## config.mk

```make
export PLATFORM = sky130hd
export DESIGN_NAME = layer3_maxpool_stream
export DESIGN_NICKNAME = d
export VERILOG_FILES = /design/src/rtl/layer3_maxpool_stream.sv
export SDC_FILE = /design/constraint.sdc
export NUM_CORES = 2
export LEC_CHECK = 0
export BUFFER_PORTS_ARGS = -buffer_cell sky130_fd_sc_hd__buf_2
export CORE_AREA = 2 2 476 478
export CTS_BUF_LIST = sky130_fd_sc_hd__clkbuf_8
export DETAILED_ROUTE_END_ITERATION = 7
export DIE_AREA = 0 0 478 480
export PLACE_DENSITY = 0.49
export SETUP_SLACK_MARGIN = 0.2
export SLEW_MARGIN = 20
export SYNTH_ARGS = -nofsm -noshare
export SYNTH_HDL_FRONTEND = slang
export SYNTH_SLANG_ARGS = --single-unit
```

## constraint.sdc

```tcl
create_clock -name clk_in -period 21.4 [get_ports clk_in]
set_input_delay 2.14 -clock clk_in [delete_from_list [all_inputs] [get_ports clk_in]]
set_output_delay 2.14 -clock clk_in [all_outputs]
set_load 0.1 [all_outputs]
```

## src/rtl/layer3_maxpool_stream.sv

```systemverilog
// layer3_maxpool_stream: 2x2, stride-2 max-pooling stage behind the layer-3 1x1 conv.
// Accepts one packed 16-channel pixel per in_valid beat in raster order. It emits one
// pooled pixel for each 2x2 window, one cycle after the beat at (odd row, odd col).
// Optional build macro MAXPOOL_SIGNED_CMP_EN switches the lane compare to two's-complement
// signed. When the macro is undefined, the lane compare is unsigned.
module layer3_maxpool_stream #(
  parameter int bits        = 16,
  parameter int bits_shift  = 4,
  parameter int channel_num = 16,
  parameter int img_w       = 8,
  parameter int img_h       = 8
) (
  input  logic                                clk_in,
  input  logic                                rst,
  input  logic [(channel_num<<bits_shift)-1:0] data_in,
  input  logic                                in_valid,
  input  logic                                sof,
  output logic [(channel_num<<bits_shift)-1:0] data_out,
  output logic                                out_valid,
  output logic                                frame_done
);

  localparam int BW = channel_num << bits_shift;
  localparam int CW = (img_w > 1) ? $clog2(img_w) : 1;
  localparam int RW = (img_h > 1) ? $clog2(img_h) : 1;
  localparam int LD = img_w / 2;
  localparam int LW = (LD > 1) ? $clog2(LD) : 1;

  localparam logic [CW-1:0] COL_LAST = CW'(img_w - 1);
  localparam logic [RW-1:0] ROW_LAST = RW'(img_h - 1);

  // Window geometry relies on both dimensions being even.
  if ((img_w % 2) != 0) begin : g_bad_w
    $error("layer3_maxpool_stream: img_w must be even");
  end
  if ((img_h % 2) != 0) begin : g_bad_h
    $error("layer3_maxpool_stream: img_h must be even");
  end

  // Lanewise max over the packed bus; lane pad bits (if any) are driven to zero.
  function automatic logic [BW-1:0] lane_max(input logic [BW-1:0] a, input logic [BW-1:0] b);
    logic [BW-1:0]   r;
    logic [bits-1:0] la;
    logic [bits-1:0] lb;
    r = '0;
    for (int unsigned i = 0; i < channel_num; i++) begin
      la = a[(i << bits_shift) +: bits];
      lb = b[(i << bits_shift) +: bits];
`ifdef MAXPOOL_SIGNED_CMP_EN
      r[(i << bits_shift) +: bits] = ($signed(la) > $signed(lb)) ? la : lb;
`else
      r[(i << bits_shift) +: bits] = (la > lb) ? la : lb;
`endif
    end
    return r;
  endfunction

  logic [CW-1:0] col_q, col_d, col_cur;
  logic [RW-1:0] row_q, row_d, row_cur;
  logic [BW-1:0] hold_q, hold_d;
  logic [BW-1:0] dout_q, dout_d;
  logic          ov_q, ov_d;
  logic          fd_q, fd_d;

  logic [BW-1:0] linebuf_q [LD];
  logic [LW-1:0] lb_idx;
  logic [BW-1:0] lb_rd;
  logic          lb_we;
  logic [BW-1:0] hmax;

  // Effective position of the current beat: sof forces (0,0) regardless of the counters.
  always_comb begin
    col_cur = (in_valid && sof) ? '0 : col_q;
    row_cur = (in_valid && sof) ? '0 : row_q;
    lb_idx  = LW'(col_cur >> 1);
    lb_rd   = linebuf_q[lb_idx];
    hmax    = lane_max(hold_q, data_in);
  end

  // Next-state: advance position, capture even-col pixel, stash even-row maxima, pool odd rows.
  always_comb begin
    col_d  = col_q;
    row_d  = row_q;
    hold_d = hold_q;
    dout_d = dout_q;
    ov_d   = 1'b0;
    fd_d   = 1'b0;
    lb_we  = 1'b0;
    if (in_valid) begin
      if (col_cur == COL_LAST) begin
        col_d = '0;
        row_d = (row_cur == ROW_LAST) ? '0 : row_cur + RW'(1);
      end else begin
        col_d = col_cur + CW'(1);
        row_d = row_cur;
      end
      if (!col_cur[0]) begin
        hold_d = data_in;
      end else if (!row_cur[0]) begin
        lb_we = 1'b1;
      end else begin
        dout_d = lane_max(lb_rd, hmax);
        ov_d   = 1'b1;
        fd_d   = (row_cur == ROW_LAST) && (col_cur == COL_LAST);
      end
    end
  end

  // Control and output registers with asynchronous reset.
  always_ff @(posedge clk_in or posedge rst) begin
    if (rst) begin
      col_q  <= '0;
      row_q  <= '0;
      hold_q <= '0;
      dout_q <= '0;
      ov_q   <= 1'b0;
      fd_q   <= 1'b0;
    end else begin
      col_q  <= col_d;
      row_q  <= row_d;
      hold_q <= hold_d;
      dout_q <= dout_d;
      ov_q   <= ov_d;
      fd_q   <= fd_d;
    end
  end

  // Line buffer holds even-row horizontal maxima; every entry is written before it is read.
  always_ff @(posedge clk_in) begin
    if (lb_we) begin
      linebuf_q[lb_idx] <= hmax;
    end
  end

  assign data_out   = dout_q;
  assign out_valid  = ov_q;
  assign frame_done = fd_q;

endmodule

```

# == Word-level counts from Yosys, hierarchy flattened ==
# Memory sizes are Yosys's and may differ from the RTL's.
# Cells that the tools add are included.
# classes
eq_ne,2
magnitude_cmp,32
muxes,48
n_bitwise,1
addsub,2
reduce_logical,4
# op_table
operator,count
16-bit > comparator,32
16-bit 2-to-1 mux,32
3-bit 2-to-1 mux,5
1-bit 2-to-1 mux,11
3-bit by 1-bit adder with 3-bit output (second input constant),2
3-bit == test (second input constant),2
3-bit AND reduction,1
1-bit logical AND,2
2-bit AND reduction,1
1-bit NOT,1
# word_totals
word_cells,96
ff_bits,520
mem_count,1
ramBits,1024
input_bits,260
# memory_table
memory,depth,word_bits,read_ports,rd_clocked_by_memory_dff,write_ports,line_no,source
linebuf_q,4,256,1,0,1,65,logic [BW-1:0] linebuf_q [LD];

# == Logic depth before layout (Yosys ltp) ==
# depth
ltp_word,7
ltp_mapped,20
ltp_nobuf,15

# == Least setup slack after synthesis ==
# OpenSTA, ideal clock, no wires.
# synth_path
kind,input -> register
from,input in_valid
to,"memory linebuf_q[1][0] (netlist bit), enable pin"
setup_time_ps,880
arrival_ps,13218
slack_ps,7302
cell_stages,5
cell_sequence,buf_2 -> nand2_1 -> nor2_1 -> nand2_1 -> nor2_1
# synth_between
elab_chain_cells,7
elab_cells_between_ends,8
classes_between,mux (7); reduce/logical (1)
# synth_lines
element,line_no,source
"start, declared",16,"input logic in_valid,"
1-bit logical AND,"73, 74",
3-bit 2-to-1 mux,74,row_cur = (in_valid && sof) ? '0 : row_q;
1-bit 2-to-1 mux,99,end else if (!row_cur[0]) begin
1-bit 2-to-1 mux,97,if (!col_cur[0]) begin
1-bit 2-to-1 mux,89,if (in_valid) begin
1-bit 2-to-1 mux,130,if (lb_we) begin
1-bit 2-to-1 mux (not written as such),131,linebuf_q[lb_idx] <= hmax;
"end, declared",65,
# Several ways; a longest one is shown, not always the timed one.

# == Final worst setup path ==
# layout_path
from,register col_q[2]
to,"register dout_q[22], in the netlist data_out[22]"
# layout_between
elab_chain_cells,4
# layout_lines
element,line_no,source
"start, declared",58,"logic [CW-1:0] col_q, col_d, col_cur;"
"start signal, assigned",119,col_q <= col_d;
3-bit 2-to-1 mux *,73,col_cur = (in_valid && sof) ? '0 : col_q;
memory 4 x 256 bit *,n/a,
16-bit > comparator,52,r[(i << bits_shift) +: bits] = (la > lb) ? la : lb;
16-bit 2-to-1 mux *,52,
"end signal, assigned",122,dout_q <= dout_d;
"end, declared",61,"logic [BW-1:0] dout_q, dout_d;"
# Every way passes the cells marked *; elsewhere a longest branch is shown, timed or not.
# A chain may end at the register's enable or synchronous reset.

==> flow_summary.yaml <==
placement:
  hpwl_um: 143000
  gp_congestion: 0.836
  io_buffers: 517
sta:
  drv_slew: 0
  fmax_mhz: 143
  maxSlewHeadroom_pct: 27.0
  skew_ns: 0.0913
  hold_viol: 0
  setup_viol: 0
  worst_slew_pin_slew_ns: 1.09
  rsz0062_at_grt: "no"
  post-route-period-util_pct: 32.6
  post-route-min-period_ns: 6.97
  fin_setup_tns_ns: 0
routing:
  wirelength_um: 217000
  drt_pass1_iterations: 6
  vias_per_cell: 5.24
  drt-initial-drc-count: 3345
  wl_per_cell_um: 21.4
  postRouteAntennaNets: 0
  drc: 0
  vias: 53115
cts:
  cts-resized-gates: 0
  cts_hold_buffers: 0
  root_buffer: "clkbuf_8"
  cts-htree-levels: 5
  postCtsSetupBuffers: 0
  cts_buffer_depth: 4
  cts-buffers-inserted: 299
  clk_latency_ns: 1.05
  clkTransAtPathRegs_ns: 0.06
  cts_sinks: 1544
  tritoncts: "yes"
global_routing:
  grt_pass1_wl_um: 332000
  grt_pass1_vias: 53670
  grt_max_degree: 147
  grt_overflow: 0
  grt_antenna_before_repair: 23
  track_usage_pct: 18.5
synthesis:
  synth_top_area_cell: "edfxtp_1"
  yosysMostFrequentCell: "edfxtp_1"
  ys_ff_latch: 1544
  yosysUniqueCellTypes: 79
  syn_inst: 6383
  avgSynthCellArea_sq_um: 11.9
  syn-num-nets: 7159
  synth_area_leaders: "edfxtp_1 (41%), dfrtp_1 (17%), ha_1 (8.5%), mux2i_1 (4.0%), inv_1 (3.0%)"
  synth_top_area_share_pct: 40.6
  synth-async-reset-ratio_pct: 33.7
  synthFlopType: "edfxtp_1"
  synth-edff-count: 1024
  ys_seq_area_share_pct: 57.7
  ys_top_cells_by_count: "edfxtp_1 (1024), inv_1 (613), nor2_1 (555)"
  ys_warn_count: 0
  synth_area_sq_um: 75800
power_and_ir_drop:
  p_total_mw: 11.7
  p_per_area_nw_per_um2: 134
  power.leakage_nw: 36.7
  vdd_drop_max_uv: 183
finish:
  syn2layout_area_growth_pct: 14.6
  fin_nets: 7692
  drive_gt1_share_pct: 16.1
critical_path:
  crit_path_end_kind: "flop"
  reg2reg_from: "col_q[2]"
  slowest_stage: "dfrtp_4"
  worstPathCellList: "buf_4 -> buf_4 -> buf_4 -> buf_4 -> mux2i_1 -> nor2_1 -> a221oi_1 -> inv_1 -> ha_1 -> a21oi_1 -> o21ai_0 -> a221o_1 -> o31a_1 -> nand2b_1 -> o221ai_1"
  cp.required_ns: 22.29
  ff2ff_path_depth: 15
  cp_max_fo: 39
  crit_top_cell: "buf_4"
  ff2ff_setup_slack_ns: 14.43
  r2r_end: "data_out[22]"
  critPathKind: "reg -> reg"
  slowest_delay_ns: 0.87
  cp-start-kind: "flop"
  cp.arrival_ns: 7.87
  startpoint: "col_q[2]"
worst_hold_path:
  holdPathStages: 2
  hp-start: "data_out[99]"
  hold_end: "data_out[99]"
  min-delay-path-class: "reg -> reg"
floorplan:
  die_area_sq_um: 229000
  die_w_um: 478
  rows: 174
  start_util_pct: 33.8
  coreArea_sq_um: 224000
  io_pins: 518
  dieHeight_um: 480
status:
  status: "finished, final reports clean"
run:
  maxCapViolCount: 0
[where the power goes]
| part | switching (mW) | internal (mW) | total (mW) | leakage (nW) |
|---|---|---|---|---|
| clock | 1.28 | 1.50 | 2.78 | 3.19 |
| sequential | 0.347 | 3.71 | 4.06 | 15.9 |
| combinational | 3.62 | 1.23 | 4.84 | 17.6 |
[metrics by stage]
stage	instance area (sq um)	hold slack (ns)	utilization, %	std cells	setup slack (ns)
5_1_grt	86900	0.523	38.8	10136	13.86
6_report	86900	0.482	38.8	10137	14.43
3_5_place_dp	81300	0.472	36.3	9606	13.39
3_3_place_gp	81300	0.465	36.3	9606	13.59
2_1_floorplan	75800	0.468	-	6383	4.73
4_1_cts	86800	0.487	38.8	10118	14.28
[logic make-up after synthesis]
group           count (synthesis)  synth area share (%)
flops                        1544                  57.7
compound gates               1339                  13.9
xor+xnor                        1                0.0116
mux                           340                  4.55
simple gates                 1655                  10.1
fa+ha+maj                     516                  8.52
buf+inv                       988                  5.14
[critical path, delay by kind of cell (launching register included)]
family / cells / cell delay, ns
AOI/OAI and AO/OA: 6 / 1.72
adders and majority gates: 1 / 0.32
buffers and inverters: 5 / 2.98
DFF: 1 / 0.87
muxes: 1 / 0.25
and+or+nand+nor: 2 / 0.50
[state kept, by name, summed over array words and instances (netlist names)]
name,count
frame_done,1
col_q,3
row_q,3
data_out,256
linebuf_q,1024
hold_q,256
out_valid,1
[area by class of cell]
class | count | area, sq um
antenna | 18 | 45.0
clock buffer | 333 | 4580
clock inverter | 179 | 936
fill | 21852 | 137000
inverter | 627 | 2370
multi-input combinational | 3851 | 28200
sequential | 1544 | 43800
tap | 2992 | 3740
timing repair buffer | 593 | 3240
[layer usage]
layer  GRT usage (%)  routed length (um)  up-vias
met2            29.8              101000     1276
met1            25.5              101000    26378
met4            5.52                5020        4
met3            3.18               10100      365
met5               0                  32        -
li1                -                   -    25092
[how the worst max path moves through the flow]
stage | end | slack (ns)
global placement | data_out[130] | 13.59
floorplan | col_q[0] | 4.73
global route | data_out[106] | 13.86
detailed placement | data_out[138] | 13.39
finish | data_out[22] | 14.43
CTS | data_out[22] | 14.28
[cell usage in the layout, fill, tap and decap left out, types with 60 or more instances in the layout]
cell / n
a211oi_1: 113
ha_1: 516
mux2i_1: 303
nand2_1: 495
nor3_1: 113
buf_4: 70
nand3_1: 102
o21ai_0: 271
inv_1: 701
a221o_1: 146
a221oi_1: 105
clkbuf_8: 333
o221ai_1: 144
nor4b_1: 60
nor2_1: 553
a32oi_1: 107
nand4_1: 168
a21oi_1: 170
buf_2: 517
edfxtp_1: 1024
dfrtp_1: 519
(Power assumes the default switching activity.)
